**src/rtl/scic_pkg.sv**
```systemverilog
// Shared definitions for the SCIC CPU front end.
//   - Opcode encodings used by fetch and execute.
//   - Bit positions of the opcode and operand fields within an instruction word.
//   - Fetch-stage state encoding.
package scic_pkg;

    localparam logic [3:0] OP_NOP = 4'd0;
    localparam logic [3:0] OP_ADD = 4'd1;
    localparam logic [3:0] OP_SHL = 4'd2;
    localparam logic [3:0] OP_SHR = 4'd3;
    localparam logic [3:0] OP_LI  = 4'd4;
    localparam logic [3:0] OP_LD  = 4'd5;
    localparam logic [3:0] OP_OR  = 4'd6;
    localparam logic [3:0] OP_ST  = 4'd7;
    localparam logic [3:0] OP_BR  = 4'd8;
    localparam logic [3:0] OP_AND = 4'd9;

    // Lowest opcode of the reserved (illegal) range 0xA..0xF.
    localparam logic [3:0] OP_ILLEGAL_MIN = 4'hA;

    localparam int OPC_MSB = 31;
    localparam int OPC_LSB = 28;
    localparam int OPR_MSB = 15;

    typedef enum logic [1:0] {
        ST_FETCH  = 2'd0,
        ST_DECODE = 2'd1,
        ST_ISSUE  = 2'd2
    } fetch_state_t;

endpackage

```
**src/rtl/opcode_classifier.sv**
```systemverilog
// Combinational opcode classifier, shared by the fetch and execute stages.
// Ports:
//   opcode     in  4  opcode field of an instruction
//   is_branch  out 1  opcode is BR
//   is_nop     out 1  opcode is NOP
//   is_illegal out 1  opcode is in the reserved range 0xA..0xF
//   is_issue   out 1  opcode is an executable instruction (1..7, 9)
// Exactly one output is high for any opcode.
module opcode_classifier
    import scic_pkg::*;
(
    input  logic [3:0] opcode,
    output logic       is_branch,
    output logic       is_nop,
    output logic       is_illegal,
    output logic       is_issue
);

    always_comb begin
        is_branch  = (opcode == OP_BR);
        is_nop     = (opcode == OP_NOP);
        is_illegal = (opcode >= OP_ILLEGAL_MIN);
        is_issue   = !(is_branch || is_nop || is_illegal);
    end

endmodule

```
**src/rtl/fetch_unit.sv**
```systemverilog
// SCIC instruction fetch/decode stage.
// Owns the PC, reads the instruction ROM, resolves branches and NOPs locally
// and hands executable instructions to the execute stage via valid/ready.
// Ports:
//   clk          in   1           clock, rising edge
//   reset        in   1           synchronous active-high reset
//   rom_address  out  ADDR_WIDTH  ROM word address (PC while fetching, else 0)
//   rom_cs       out  1           ROM chip-select, high only while fetching
//   rom_data     in   DATA_WIDTH  ROM word, combinational from rom_address
//   instr_valid  out  1           issued instruction available
//   instr_ready  in   1           execute stage accepts the instruction
//   opcode       out  4           issued opcode
//   operand      out  16          issued operand
//   pc           out  ADDR_WIDTH  current PC (debug)
//   illegal      out  1           sticky: a reserved opcode was fetched
module fetch_unit
    import scic_pkg::*;
#(
    parameter int ADDR_WIDTH = 5,
    parameter int DATA_WIDTH = 32
) (
    input  logic                  clk,
    input  logic                  reset,
    output logic [ADDR_WIDTH-1:0] rom_address,
    output logic                  rom_cs,
    input  logic [DATA_WIDTH-1:0] rom_data,
    output logic                  instr_valid,
    input  logic                  instr_ready,
    output logic [3:0]            opcode,
    output logic [15:0]           operand,
    output logic [ADDR_WIDTH-1:0] pc,
    output logic                  illegal
);

    fetch_state_t          state_reg;
    logic [ADDR_WIDTH-1:0] pc_reg;
    logic [DATA_WIDTH-1:0] ir_reg;
    logic                  valid_reg;
    logic [3:0]            opcode_reg;
    logic [15:0]           operand_reg;
    logic                  illegal_reg;

    logic is_branch;
    logic is_nop;
    logic is_illegal;
    logic is_issue;

    // Bits between the operand and opcode fields carry no meaning here.
    logic ir_unused;
    assign ir_unused = ^ir_reg[OPC_LSB-1:OPR_MSB+1];

    opcode_classifier u_classifier (
        .opcode     (ir_reg[OPC_MSB:OPC_LSB]),
        .is_branch  (is_branch),
        .is_nop     (is_nop),
        .is_illegal (is_illegal),
        .is_issue   (is_issue)
    );

    // The ROM is only selected while fetching; gating with reset keeps the
    // chip-select low for the whole reset period even though the state
    // register already sits in FETCH.
    always_comb begin
        rom_cs      = (state_reg == ST_FETCH) && !reset;
        rom_address = rom_cs ? pc_reg : '0;
    end

    always_ff @(posedge clk) begin
        if (reset) begin
            state_reg   <= ST_FETCH;
            pc_reg      <= '0;
            ir_reg      <= '0;
            valid_reg   <= 1'b0;
            opcode_reg  <= '0;
            operand_reg <= '0;
            illegal_reg <= 1'b0;
        end else begin
            case (state_reg)
                ST_FETCH: begin
                    ir_reg    <= rom_data;
                    pc_reg    <= pc_reg + 1'b1;   // wraps naturally at 2^ADDR_WIDTH
                    state_reg <= ST_DECODE;
                end
                ST_DECODE: begin
                    if (is_branch) begin
                        // Target bits above the PC width are ignored.
                        pc_reg    <= ir_reg[ADDR_WIDTH-1:0];
                        state_reg <= ST_FETCH;
                    end else if (is_illegal) begin
                        illegal_reg <= 1'b1;
                        state_reg   <= ST_FETCH;
                    end else if (is_issue) begin
                        opcode_reg  <= ir_reg[OPC_MSB:OPC_LSB];
                        operand_reg <= ir_reg[OPR_MSB:0];
                        valid_reg   <= 1'b1;
                        state_reg   <= ST_ISSUE;
                    end else if (is_nop) begin
                        state_reg <= ST_FETCH;
                    end else begin
                        state_reg <= ST_FETCH;
                    end
                end
                ST_ISSUE: begin
                    // Opcode/operand stay untouched until the handshake completes.
                    if (valid_reg && instr_ready) begin
                        valid_reg <= 1'b0;
                        state_reg <= ST_FETCH;
                    end
                end
                default: begin
                    state_reg <= ST_FETCH;
                end
            endcase
        end
    end

    assign instr_valid = valid_reg;
    assign opcode      = opcode_reg;
    assign operand     = operand_reg;
    assign pc          = pc_reg;
    assign illegal     = illegal_reg;

endmodule
```
**config.mk**
```make
export PLATFORM = sky130hd
export DESIGN_NAME = fetch_unit
export DESIGN_NICKNAME = d
export VERILOG_FILES = /design/src/rtl/scic_pkg.sv /design/src/rtl/opcode_classifier.sv /design/src/rtl/fetch_unit.sv
export SDC_FILE = /design/constraint.sdc
export NUM_CORES = 1
export LEC_CHECK = 0
export ABC_AREA = 1
export CAP_MARGIN = 15
export CORE_MARGIN = 2
export CORE_UTILIZATION = 44
export CTS_CLUSTER_SIZE = 30
export DETAILED_ROUTE_END_ITERATION = 16
export GPL_TIMING_DRIVEN = 1
export HOLD_SLACK_MARGIN = 0.15
export PLACE_DENSITY = 0.79
export SETUP_SLACK_MARGIN = 0.15
export SYNTH_ARGS = -nofsm -noshare
export SYNTH_HDL_FRONTEND = slang
export SYNTH_SLANG_ARGS = --single-unit
```
**constraint.sdc**
```tcl
create_clock -name clk -period 1.6 [get_ports clk]
set_clock_uncertainty 0.15 [all_clocks]
set_input_delay 0.24 -clock clk [delete_from_list [all_inputs] [get_ports clk]]
set_output_delay 0.24 -clock clk [all_outputs]
set_load 0.02 [all_outputs]
```
# Word-level counts from Yosys, hierarchy flattened
# Index checks and enable logic that the tools add are counted.
dict set report word_totals {
  register_bits 61
  input_bits 35
  word_cells 46
}
dict set report classes {
  add_sub_neg 1
  magnitude_cmp 1
  eq_ne 8
  muxes 13
  bitwise_logic 3
  n_reduce_logical 13
}
# cell count
set op_table {}
lappend op_table {{$mux 5} 2}
lappend op_table {{$ne 2x2->1 const B} 5}
lappend op_table {{$pmux 5 s2} 1}
lappend op_table {{$mux 2} 4}
lappend op_table {{$pmux 2 s3} 1}
lappend op_table {{$add 5x1->5 const B} 1}
lappend op_table {{$reduce_and 5->1} 1}
lappend op_table {{$eq 4x4->1 const B} 1}
lappend op_table {{$ge 4x4->1 const B} 1}
lappend op_table {{$logic_not 4->1} 1}
lappend op_table {{$mux 1} 4}
lappend op_table {{$reduce_and 4->1} 1}
lappend op_table {{$reduce_bool 2->1} 2}
lappend op_table {{$not 1->1} 3}
lappend op_table {{$reduce_and 3->1} 1}
lappend op_table {{$eq 2x1->1 const B} 1}
lappend op_table {{$eq 2x2->1 const B} 1}
lappend op_table {{$logic_and 1x1->1} 2}
lappend op_table {{$logic_not 2->1} 1}
lappend op_table {{$logic_or 1x1->1} 2}
lappend op_table {{$pmux 1 s2} 1}
lappend op_table {{$reduce_and 2->1} 1}
lappend op_table {{$logic_not 1->1} 1}

# Longest topological paths before layout
dict set report logic_depth {
  word_depth 7
  mapped_depth 7
  ltp_nobuf 7
}

# Hierarchy
# Synthesis repeated with hierarchy kept, for this count alone.
dict set report hier_totals {
  hier_cells 261
  hier_area_um2 1919.3
}
# module n_inst cells_per_inst area_each_um2 seq_area_each_um2
set modules_own_cells {}
lappend modules_own_cells {fetch_unit 1 249 1869.3 980.9}
lappend modules_own_cells {opcode_classifier 1 12 50.0 0.0}

# Worst setup path after synthesis
# OpenSTA, ideal clock, no wires.
dict set report synth_path {
  path_type {flip-flop to output port}
  startpoint {register state_reg[1]}
  endpoint {output rom_address[0]}
  arrival_ns 1.269
  required_ns 1.210
  slack_ns -0.059
  stages_incl_launch_ff 6
  n_path_buf 0
  path_cell_list {dfxtp_1 > inv_2 > nand2_4 > nor2_1 > inv_1 > nor2_1}
}
dict set report synth_between {
  elab_chain_len 3
}
# element line_no
set synth_lines {}
lappend synth_lines {{start: declaration} fetch_unit.sv:35} ;# fetch_state_t state_reg;
lappend synth_lines {{start signal: assignment} fetch_unit.sv:70} ;# state_reg <= ST_FETCH;
lappend synth_lines {{start signal: assignment} fetch_unit.sv:82} ;# state_reg <= ST_DECODE;
lappend synth_lines {{start signal: assignment} fetch_unit.sv:88} ;# state_reg <= ST_FETCH;
lappend synth_lines {{$logic_not 2->1} fetch_unit.sv:64} ;# rom_cs = (state_reg == ST_FETCH) && !reset;
lappend synth_lines {{$logic_and 1x1->1} fetch_unit.sv:64}
lappend synth_lines {{named net rom_cs} fetch_unit.sv:25} ;# output logic rom_cs,
lappend synth_lines {{$mux 5} fetch_unit.sv:65} ;# rom_address = rom_cs ? pc_reg : '0;
lappend synth_lines {{end: declaration} fetch_unit.sv:24} ;# output logic [ADDR_WIDTH-1:0] rom_address,
# The timed path passes the listed nets, and every way through them passes these cells.

# Final worst setup path
dict set report layout_path {
  startpoint {register state_reg[1]}
  endpoint {output rom_address[4]}
}
dict set report layout_between {
  elab_chain_len 3
}
# element line_no
set layout_lines {}
lappend layout_lines {{$logic_not 2->1} fetch_unit.sv:64}
lappend layout_lines {{$logic_and 1x1->1} fetch_unit.sv:64}
lappend layout_lines {{$mux 5} fetch_unit.sv:65}
# No other way between the ends.

==> impl_metrics.ini <==
[outcome]
status = completed

[yosys]
synth_cell_types = 20
syn-num-nets = 288
synth_fa_ha_area_frac = 0.006592
synthMuxAreaShare = 0
synth.area.top_cells = dfxtp_1, nand2_1, nor2_1
synth_warnings = 0
synth_top_area_share = 0.5168
synth_top_family_by_area = simple AND/OR/NAND/NOR gates
synth_xor_area_frac = 0
syn_area_per_cell_um2 = 7.532
synthSimpleGateAreaFrac = 0.2544
synth_compound_area_frac = 0.1477
synth_top_area_cell = dfxtp_1
synth-seq-cells = 49
yosysSeqAreaShare = 0.5168
syn_area_um2 = 1898
netlist_instances = 252

[clock_tree]
cts_tree = done
clk_path_buf_depth = 2
numCtsBuffers = 5
cts_sinks = 49
ctsHoldBuffers = 0
path_clk_slew_ns = 0.09
clockRootBuffer = clkbuf_8
cts_max_level = 2
clock_latency_ns = 0.30

[floorplan]
core_um2 = 4086
die_w_um = 69.68
initial_core_util = 0.4645
die_h_um = 69.68
rows = 23
fp.dieArea_um2 = 4855
io_pins = 68

[worst_setup_path]
r2r_slack_ns = 0.12
r2r_end = operand[2]
path_delay_family = flip-flops
r2r_cells = 7
cp_slowest_cell = dfxtp_1
endpoint = rom_address[4]
path_class = reg -> out
r2r_start = state_reg[0]
critPathArrivalTime_ns = 1.17
path_cells = inv_2 > nand2_4 > nor2_4 > inv_4 > nor2_2 > buf_4
crit_buf_inv = 3
crit_cells = 6
end_kind = output port
crit_required_ns = 1.21
startpoint_type = flip-flop
critPathMaxStageDelay_ns = 0.33
critPathLaunch = state_reg[1]
crit_fanout = 5

[drt]
drt_iter0_markers = 132
firstDrtPassIters = 4
detail-route-antenna-nets = 0
drc = 0
avgViaCountPerCell = 4.986
drt_wl_total_um = 4610
wl_per_cell_um = 12.46
vias = 1845

[timing]
period_share = 0.9774
worst_slack_ns = 0.03616
tightest_slew_ns = 0.2947
maxSlewViolCount = 0
period_minus_slack_ns = 1.564
max_freq_mhz = 639.5
rsz0062_at_grt = yes
setup_viol = 0
slew_headroom = 0.8036
finalHoldViolCount = 0

[placed_design]
place_ws_ns = -0.4825
place_inst = 361
place.gp.congestion = 0.8541
io_buffers = 55
hpwl_um = 3024

[cells_and_area]
final_cell_mix = nand2_1, dfxtp_1, nor2_1
final_layout_size_suffix_gt1_frac = 0.1656
n_fill_cell = 376
final_common_cell = nand2_1
multi_input_area_um2 = 837.1
finalNetCount = 355
num_antenna_cells = 0
syn2layout_area_growth_pct = 43.11
seq_area_um2 = 980.9
final_cells = 370
largest_reg_flops = 20

[pwr]
ir_drop_mv = 0.7487
power.density_nw_per_um2 = 1134
leakagePower_nw = 1.209

[grt]
grt_pass1_wl_um = 7507
overflow = 0
antenna_found_initial = 0
grt_pass1_vias = 1663
grt_max_degree = 28
grt_usage = 0.1932

[job]
drv_cap = 0

[hold_path]
hp-class = reg -> reg
cells in the mapped netlist (all sizes together):
cell	count
nand2	55
dfxtp	49
nor2	44
a21oi	29
o21ai	23
inv	20
nand3	12
buf	8
clkbuf	4
nand4	3
o211a	2
or2	2
ha	1
kinds of logic after synthesis:
group	count (synthesis)
adders and majority gates	1
and+or+nand+nor	116
buffers and inverters	32
AOI/OAI and AO/OA	54
DFF	49
final cells by class:
class / instances / area share
Clock buffer: 6 / 0.02672
Multi-Input combinational cell: 171 / 0.3082
Sequential cell: 49 / 0.3611
Timing Repair inverter: 1 / 0.003224
Clock inverter: 2 / 0.005527
Inverter: 20 / 0.03132
Timing Repair Buffer: 71 / 0.2409
Tap cell: 50 / 0.02303
worst min-delay path: cells and delay by family (launching register included):
kind             cells  cell delay (ns)
AO/OA/AOI/OAI        1             0.05
flip-flops           1             0.32
AND/OR/NAND/NOR      1             0.06
per-stage QoR:
step | hold slack [ns] | power (W) | TNS (ns) | utilization | area (um^2)
floorplan | 0.2460 | 0.001983 | 0 | - | 1901
global placement | 0.2965 | 0.002315 | -6.255 | 0.6283 | 2567
detailed placement | 0.3051 | 0.002335 | -6.760 | 0.6283 | 2567
CTS | 0.3130 | 0.003020 | 0 | 0.6427 | 2626
global route | 0.3321 | 0.003267 | -0.07442 | 0.6647 | 2716
finish | 0.3110 | 0.003081 | 0 | 0.6647 | 2716
per-layer routing:
metal  track usage  share of wire
met3       0.04797          0.045
met2        0.3216           0.51
met4       0.07479          0.016
met1        0.2409           0.43
met5             0              0
how the worst min path moves through the flow:
| stage | startpoint | end | cells past startpoint |
|---|---|---|---|
| finish | ir_reg[15] | operand[15] | 2 |
| global route | ir_reg[15] | operand[15] | 2 |
| CTS | ir_reg[15] | operand[15] | 2 |
| detailed placement | ir_reg[9] | operand[9] | 2 |
| global placement | ir_reg[15] | operand[15] | 2 |
| floorplan | rom_data[3] | ir_reg[3] | 1 |
report_power, final:
group / total, W / internal [W] / leakage, nW / switching (W)
Combinational: 0.000921 / 0.000375 / 0.769 / 0.000546
Clock: 0.000717 / 0.000308 / 0.0374 / 0.000409
Sequential: 0.00144 / 0.00136 / 0.402 / 0.0000802
Total: 0.00308 / 0.00205 / 1.21 / 0.00103
what timing repair did:
action,in CTS,in global routing
pin swaps,1,1
resized for setup,68,27
setup endpoints to repair,61,49
setup buffers,0,0
gates cloned,0,1
(Power assumes the default switching activity.)
